## src/rtl/instr_seq_ctrl_if.sv

```systemverilog
// rtl/instr_seq_ctrl_if.sv - instruction fetch handshake bundle
//
// Purpose: groups the req/ack instruction-memory handshake of instr_seq_ctrl.
// Ports (signals):
//   imem_req   controller -> memory  fetch request, held until ack
//   imem_addr  controller -> memory  fetch address (ADDR_W)
//   imem_ack   memory -> controller  fetched data valid this cycle
//   imem_data  memory -> controller  fetched instruction (INS_W)
// Modports: master = controller side, slave = memory side.
interface instr_seq_ctrl_if #(
    parameter int ADDR_W = 6,
    parameter int INS_W  = 19
);
    logic              imem_req;
    logic [ADDR_W-1:0] imem_addr;
    logic              imem_ack;
    logic [INS_W-1:0]  imem_data;

    modport master (
        output imem_req,
        output imem_addr,
        input  imem_ack,
        input  imem_data
    );

    modport slave (
        input  imem_req,
        input  imem_addr,
        output imem_ack,
        output imem_data
    );
endinterface

```

## src/rtl/instr_seq_ctrl.sv

```systemverilog
// rtl/instr_seq_ctrl.sv - multi-cycle fetch/decode/execute sequencer for the lab CPU
//
// Purpose: fetches instructions {op[18:16], A[15:8], B[7:0]} over a req/ack
// handshake, presents op/A/B to a combinational ALU, captures its result and
// steps the PC (jump, halt, increment with halt-or-wrap at the last address).
// Ports:
//   clk        in   rising-edge clock
//   reset      in   asynchronous active-low reset
//   run        in   start/restart, honoured in IDLE and HALT only
//   step       in   (INSTR_SEQ_STEP_EN only) leave PAUSE and fetch next
//   imem       if   instruction fetch handshake (master)
//   dir        out  current PC
//   ins        out  latched instruction
//   op/A/B     out  ALU opcode and operands
//   alu_res    in   combinational ALU result
//   resultado  out  last captured ALU result
//   res_valid  out  one-cycle pulse when resultado updates
//   busy       out  high in FETCH/DECODE/EXEC
//   halted     out  high in HALT
// Optional feature macro: INSTR_SEQ_STEP_EN (single-step PAUSE state).
module instr_seq_ctrl #(
    parameter int ADDR_W      = 6,
    parameter int INS_W       = 19,
    parameter int DATA_W      = 8,
    parameter int HALT_AT_END = 1
) (
    input  logic               clk,
    input  logic               reset,
    input  logic               run,
`ifdef INSTR_SEQ_STEP_EN
    input  logic               step,
`endif
    instr_seq_ctrl_if.master   imem,
    output logic [ADDR_W-1:0]  dir,
    output logic [INS_W-1:0]   ins,
    output logic [2:0]         op,
    output logic [DATA_W-1:0]  A,
    output logic [DATA_W-1:0]  B,
    input  logic [DATA_W-1:0]  alu_res,
    output logic [DATA_W-1:0]  resultado,
    output logic               res_valid,
    output logic               busy,
    output logic               halted
);
    typedef enum logic [2:0] {
        S_IDLE,
        S_FETCH,
        S_DECODE,
        S_EXEC,
        S_HALT
`ifdef INSTR_SEQ_STEP_EN
        , S_PAUSE
`endif
    } state_t;

    localparam logic [ADDR_W-1:0] LAST_ADDR = '1;
    localparam logic [ADDR_W-1:0] ADDR_ONE  = ADDR_W'(1);

    // Where an EXEC that keeps running goes next; single-step parks in PAUSE.
`ifdef INSTR_SEQ_STEP_EN
    localparam state_t S_AFTER_EXEC = S_PAUSE;
`else
    localparam state_t S_AFTER_EXEC = S_FETCH;
`endif

    state_t            state, state_n;
    logic [ADDR_W-1:0] dir_n;
    logic              load_ins;
    logic              capture;

    always_ff @(posedge clk or negedge reset) begin
        if (!reset) begin
            state <= S_IDLE;
        end else begin
            state <= state_n;
        end
    end

    always_comb begin
        state_n  = state;
        dir_n    = dir;
        load_ins = 1'b0;
        capture  = 1'b0;
        case (state)
            S_IDLE: begin
                if (run) begin
                    state_n = S_FETCH;
                    dir_n   = '0;
                end
            end
            S_FETCH: begin
                if (imem.imem_ack) begin
                    load_ins = 1'b1;
                    state_n  = S_DECODE;
                end
            end
            S_DECODE: state_n = S_EXEC;
            S_EXEC: begin
                case (ins[INS_W-1 -: 3])
                    3'd7: state_n = S_HALT;
                    3'd6: begin
                        dir_n   = ins[ADDR_W-1:0];
                        state_n = S_AFTER_EXEC;
                    end
                    default: begin
                        capture = 1'b1;
                        if (dir == LAST_ADDR && HALT_AT_END != 0) begin
                            state_n = S_HALT;
                        end else begin
                            // Increment wraps to 0 past the last address.
                            dir_n   = dir + ADDR_ONE;
                            state_n = S_AFTER_EXEC;
                        end
                    end
                endcase
            end
            S_HALT: begin
                if (run) begin
                    dir_n   = '0;
                    state_n = S_FETCH;
                end
            end
`ifdef INSTR_SEQ_STEP_EN
            S_PAUSE: begin
                if (step) begin
                    state_n = S_FETCH;
                end
            end
`endif
            default: state_n = S_IDLE;
        endcase
    end

    // op/A/B are loaded together with ins on the ack edge, so they are
    // already valid in DECODE and stay put until the next fetch completes.
    always_ff @(posedge clk or negedge reset) begin
        if (!reset) begin
            dir       <= '0;
            ins       <= '0;
            op        <= '0;
            A         <= '0;
            B         <= '0;
            resultado <= '0;
            res_valid <= 1'b0;
        end else begin
            dir       <= dir_n;
            res_valid <= capture;
            if (capture) begin
                resultado <= alu_res;
            end
            if (load_ins) begin
                ins <= imem.imem_data;
                op  <= imem.imem_data[INS_W-1 -: 3];
                A   <= imem.imem_data[2*DATA_W-1 -: DATA_W];
                B   <= imem.imem_data[DATA_W-1:0];
            end
        end
    end

    // Decoded straight from state so reset removes the request immediately.
    assign imem.imem_req  = (state == S_FETCH);
    assign imem.imem_addr = dir;
    assign busy           = (state == S_FETCH) || (state == S_DECODE) || (state == S_EXEC);
    assign halted         = (state == S_HALT);
endmodule

```

## src/flat_wrapper.sv

```systemverilog
// flat-port wrapper written by rule: the top's interface ports become plain ports
module instr_seq_ctrl_flat 
#(
    parameter int ADDR_W      = 6,
    parameter int INS_W       = 19,
    parameter int DATA_W      = 8,
    parameter int HALT_AT_END = 1
)
  (clk, reset, run, dir, ins, op, A, B, alu_res, resultado, res_valid, busy, halted, imem_imem_req, imem_imem_addr, imem_imem_ack, imem_imem_data);
  instr_seq_ctrl_if #(.ADDR_W(ADDR_W), .INS_W(INS_W)) imem_i ();
  input  logic clk;
  input  logic reset;
  input  logic run;
  output logic [ADDR_W-1:0] dir;
  output logic [INS_W-1:0] ins;
  output logic [2:0] op;
  output logic [DATA_W-1:0] A;
  output logic [DATA_W-1:0] B;
  input  logic [DATA_W-1:0] alu_res;
  output logic [DATA_W-1:0] resultado;
  output logic res_valid;
  output logic busy;
  output logic halted;
  output wire logic [$bits(imem_i.imem_req)-1:0] imem_imem_req;
  output wire logic [$bits(imem_i.imem_addr)-1:0] imem_imem_addr;
  input wire logic [$bits(imem_i.imem_ack)-1:0] imem_imem_ack;
  input wire logic [$bits(imem_i.imem_data)-1:0] imem_imem_data;
  assign imem_imem_req = imem_i.imem_req;
  assign imem_imem_addr = imem_i.imem_addr;
  assign imem_i.imem_ack = imem_imem_ack;
  assign imem_i.imem_data = imem_imem_data;
  instr_seq_ctrl #(.ADDR_W(ADDR_W), .INS_W(INS_W), .DATA_W(DATA_W), .HALT_AT_END(HALT_AT_END)) u_core (.clk(clk), .reset(reset), .run(run), .imem(imem_i), .dir(dir), .ins(ins), .op(op), .A(A), .B(B), .alu_res(alu_res), .resultado(resultado), .res_valid(res_valid), .busy(busy), .halted(halted));
endmodule
```

## config.mk

```make
export PLATFORM = sky130hd
export DESIGN_NAME = instr_seq_ctrl_flat
export DESIGN_NICKNAME = d
export VERILOG_FILES = /design/src/rtl/instr_seq_ctrl_if.sv /design/src/rtl/instr_seq_ctrl.sv /design/src/flat_wrapper.sv
export SDC_FILE = /design/constraint.sdc
export NUM_CORES = 1
export LEC_CHECK = 0
export CELL_PAD_IN_SITES_DETAIL_PLACEMENT = 0
export CELL_PAD_IN_SITES_GLOBAL_PLACEMENT = 1
export CORE_MARGIN = 4
export CORE_UTILIZATION = 47
export DETAILED_ROUTE_END_ITERATION = 8
export DONT_BUFFER_PORTS = 1
export PLACE_DENSITY = 0.84
export SYNTH_ARGS = -nofsm -noshare
export SYNTH_HDL_FRONTEND = slang
export SYNTH_SLANG_ARGS = --single-unit
```

## constraint.sdc

```tcl
create_clock -name clk -period 2.23 [get_ports clk]
set_input_delay 0.446 -clock clk [delete_from_list [all_inputs] [get_ports clk]]
set_output_delay 0.446 -clock clk [all_outputs]
set_load 0.05 [all_outputs]
```

== Word-level counts from Yosys, hierarchy flattened ==
Cells that the tools add are included.

* Add/subtract/negate cells: 1
* Equal/unequal tests: 11
* Mux-type cells: 13
* Reductions and logical operators: 8

{| class="wikitable"
|+ Operators by type and width
! cell !! number
|-
| $pmux W6 S2 || 2
|-
| $mux W6 || 2
|-
| $pmux W3 S4 || 1
|-
| $eq A3 B3 Y1 const B || 3
|-
| $mux W3 || 3
|-
| $add A6 B1 Y6 const B || 1
|-
| $eq A3 B2 Y1 const B || 2
|-
| $eq A6 B6 Y1 const B || 1
|-
| $pmux W3 S2 || 1
|-
| $mux W1 || 4
|-
| $ne A2 B1 Y1 const B || 2
|-
| $reduce_and A4 Y1 || 1
|-
| $reduce_or A2 Y1 || 2
|-
| $eq A3 B1 Y1 const B || 1
|-
| $logic_not A3 Y1 || 1
|-
| $ne A3 B3 Y1 const B || 1
|-
| $logic_or A1 B1 Y1 || 2
|-
| $ne A2 B2 Y1 const B || 1
|-
| $reduce_and A2 Y1 || 1
|-
| $reduce_bool A2 Y1 || 1
|}

* Register bits after elaboration: 56
* Input port bits: 31
* Output and inout port bits: 62
* Logic and storage cells: 41

== Depth between registers and ports, before layout ==
* Word-level depth: 4
* Gate-level depth with buffers: 6

== Least setup slack after synthesis ==
Ideal clock, no wire load.

* Kind: register to register
* Start: register u_core.dir[0]
* End: register u_core.dir[2]
* Arrival: 1842 ps
* Required time: 2106 ps
* Slack: 264 ps
* Cell stages (with the launch flop): 6
* Buffers on the path: 0
* Cells stage by stage: dfrtp_1 -> ha_1 -> nand3_1 -> o311ai_4 -> a21oi_1 -> a211o_1

* Word-level cells in the longest chain between the ends: 4

{| class="wikitable"
|+ RTL lines
! element !! line !! source
|-
| start: declaration || instr_seq_ctrl.sv:34 || <nowiki>output logic [ADDR_W-1:0] dir,</nowiki>
|-
| start signal: assignment || instr_seq_ctrl.sv:146 || <nowiki>dir <= dir_n;</nowiki>
|-
| $add A6 B1 Y6 || instr_seq_ctrl.sv:111 || <nowiki>dir_n = dir + ADDR_ONE;</nowiki>
|-
| $mux W6 || instr_seq_ctrl.sv:107 || <nowiki>if (dir == LAST_ADDR && HALT_AT_END != 0) begin</nowiki>
|-
| $pmux W6 S2 || instr_seq_ctrl.sv:99 || <nowiki>case (ins[INS_W-1 -: 3])</nowiki>
|-
| $pmux W6 S2 || instr_seq_ctrl.sv:84 || <nowiki>case (state)</nowiki>
|}

Several ways; a longest one is shown, not always the timed one. The select of a mux whose other input is x is not followed.
A chain may end at the register's enable or synchronous reset.

== Worst setup path in the final report ==
* Start: register u_core.state[0]
* End: output port halted

* Word-level cells in the longest chain between the ends: 1

{| class="wikitable"
|+ RTL lines
! element !! line !! source
|-
| start: declaration || instr_seq_ctrl.sv:66 || <nowiki>state_t state, state_n;</nowiki>
|-
| start signal: assignment || instr_seq_ctrl.sv:75 || <nowiki>state <= state_n;</nowiki>
|-
| $eq A3 B3 Y1 || instr_seq_ctrl.sv:164 || <nowiki>assign halted = (state == S_HALT);</nowiki>
|-
| end: declaration || flat_wrapper.sv:23 || <nowiki>output logic halted;</nowiki>
|}

Every way passes these cells.

==> impl_metrics.yaml <==
logic_synthesis:
  synth-seq-area-share_pct: 48.8
  yosys.area.top_type: "sky130_fd_sc_hd__dfrtp_1"
  synth_area_um2: 1900
  syn-mean-instance-area_um2: 12.3
  synth_edf_count: 0
  synth_top_area_share_pct: 48.8
  yosys.cell_count.top_type: "sky130_fd_sc_hd__dfrtp_1"
  synth_cell_type_count: 37
  ys.flop_type: "sky130_fd_sc_hd__dfrtp_1"
  netlist_instances: 154
  postSynthRegisterBits: 37
  synthTopCellsByCount: "sky130_fd_sc_hd__dfrtp_1, sky130_fd_sc_hd__buf_4, sky130_fd_sc_hd__mux2_2, sky130_fd_sc_hd__mux2_4, sky130_fd_sc_hd__nand2_1"
  synth_top_cells_by_area: "sky130_fd_sc_hd__dfrtp_1, sky130_fd_sc_hd__mux2_2, sky130_fd_sc_hd__buf_4"
  ys_async_sr_fraction_pct: 100
  synth.yosys.warnings: 0
  postSynthNetCount: 186
worst_setup_path:
  crit_path_max_fanout: 6
  timing.critical_path.from_type: "flip-flop"
  rr_startpoint: "u_core.dir[1]"
  worstPathRequired_ps: 1780
  worstSetupEndpoint: "halted"
  r2r_end: "u_core.dir[1]"
  timing.reg2reg.worst_path_depth: 5
  r2r_slack_ps: 500
  worst_setup_path_startpoint: "u_core.state[0]"
  setup.worst_path.class: "flip-flop to primary output"
  critical_path.endpoint_type: "primary output"
  timing.critical_path.arrival_ps: 1530
cts:
  cts.reportedPaths.clkPinSlew_ps: 70
  clockBufferDepth: 2
  cts_tree: "done"
  number_of_sinks_driven_by_the_clock_tree: 37
  ctsResizeCount: 0
  h_tree_levels: 2
  cts-buffers-inserted: 5
  clock_latency_ps: 280
  clk_root_buf: "sky130_fd_sc_hd__clkbuf_8"
detailed_routing:
  detailroute.wirelength.met3_um: 329
  remaining_number_of_nets_flagged_by_the_antenna_check_after_routing: 0
  drc_errors: 0
  dr.pass1.iters: 4
  highest_layer: "met4"
  totalWireLength_um: 3790
  drt-met1-wl_um: 1440
  avgRoutedWirePerCell_um: 19.2
  vias: 1129
  met2_routed_length_um: 1970
  vias_per_cell: 5.73
  detailedRoute.firstIterationViolations: 48
run_status:
  status: "completed"
placed_design:
  port-buffer-count: 0
  post-dp-hpwl_um: 2880
  gp_congestion: 0.809
  placement.cell_area_um2: 1830
cells_and_area:
  n_antenna_cell: 0
  final_cell_area_um2: 1980
  ff_latch_area_um2: 926
  area_of_combinational_cells_with_multiple_inputs_um2: 736
  area_delta_synth_final_pct: 4.42
  design.final.nets: 180
  fillCellCount: 316
  layout-drive-gt1-share_pct: 36.9
timing:
  layout_skew_ps: 6.15
  tightestPinTransition_ps: 972
  count_of_final_max_slew_check_failures: 0
  worst_hold_slack_ps: 279
  headroom_to_the_max_slew_limit_pct: 35.2
  grt_setup_unrepaired: "no"
  timing.final.setup_violations: 0
  max_freq_mhz: 505
  fin_setup_tns_ps: 0
  final_min_period_over_clock_period_pct: 88.8
  finalCriticalPeriod_ps: 1980
  report.final.hold_viol_count: 0
die:
  ioPinCount: 93
  die_span_x_um: 71.5
  die_h_um: 71.5
  fp-row-count: 22
  core_area_um2: 3770
  dieArea_um2: 5120
  initial_utilization_pct: 50.3
global_routing:
  grtUsageTotal_pct: 15.6
  first_global_vias: 1226
  grt_overflow_total: 0
  grt_start_max_net_pins: 38
  antenna_found_initial: 0
  grt_pass1_wl_um: 6130
min_path:
  min_path_type: "input port to flip-flop"
flow_run:
  max_cap_violations: 0
worst min path at each step:
stage / startpoint / cells past startpoint / slack (ps) / to
2_1_floorplan: reset / 0 / 150 / u_core.A[0]
3_3_place_gp: reset / 0 / 150 / u_core.B[5]
3_5_place_dp: reset / 0 / 150 / u_core.B[5]
4_1_cts: run / 1 / 280 / u_core.state[2]
5_1_grt: imem_imem_data[18] / 1 / 280 / u_core.ins[18]
6_report: run / 1 / 280 / u_core.state[2]
area by class of cell:
type                    count  area share [%]
inverters                   3           0.569
clock inverters             2            1.90
multi-input cells          86            37.1
repair buffers             15            6.44
clock buffers               6            4.17
well taps                  48            3.03
flip-flops and latches     37            46.7
routing by layer:
layer	vias up	GRT usage, %
li1	507	-
met3	6	5.89
met1	555	17.5
met4	0	6.68
met5	-	0
met2	61	26.3
state kept, by name (all words and copies together) (netlist names):
| name | cells |
|---|---|
| u_core.dir | 6 |
| u_core.op | 2 |
| u_core.A | 7 |
| u_core.res_valid | 1 |
| u_core.B | 7 |
| u_core.state | 3 |
| u_core.ins | 3 |
| u_core.resultado | 8 |
cells by family (layout without fill, tap and decap cells):
group / count (synthesis) / in the layout / share of synthesized area (%)
fa+ha+maj: 1 / 1 / 0.660
mux: 29 / 29 / 19.1
compound gates: 19 / 19 / 7.85
flops: 37 / 37 / 48.8
buf+inv: 31 / 26 / 12.4
simple gates: 37 / 37 / 11.2
worst max-delay path, stage by stage, from the launching register on:
cell and delay (ps):
sky130_fd_sc_hd__dfrtp_1 440, sky130_fd_sc_hd__nor2_1 340, sky130_fd_sc_hd__nand2_1 130, sky130_fd_sc_hd__inv_1 340
placed cells by master (no fill, tap or decap), drive strengths merged:
master,instances
a211o,4
a21bo,1
a21oi,5
a31oi,2
and2,3
and3,2
and3b,3
buf,14
bufinv,1
clkbuf,6
clkinvlp,1
dfrtp,37
dlygate4sd3,1
ha,1
inv,3
mux2,27
mux2i,2
nand2,9
nand2b,1
nand3,4
nand3b,1
nor2,5
nor3,2
nor4,1
nor4b,1
o211ai,2
o21ai,2
o22ai,1
o2bb2ai,1
o311ai,1
or2b,1
or3,3
or3b,1
timing repair:
action | in CTS | in global routing
setup buffers | 0 | 0
hold buffers | 2 | 0
endpoints found under the hold margin | 37 | 0
setup endpoints to repair | 0 | 0
stage by stage:
stage / cells / setup slack (ps) / utilization [%]
after CTS: 197 / 232 / 52.5
after detailed placement: 187 / 540 / 48.5
after global placement: 187 / 578 / 48.5
after global routing: 197 / 124 / 52.5
after floorplan: 154 / 264 / -
final: 197 / 249 / 52.5
Power is not shown: default switching activity piles up to over one toggle a cycle in this logic, so the estimate is an artifact.
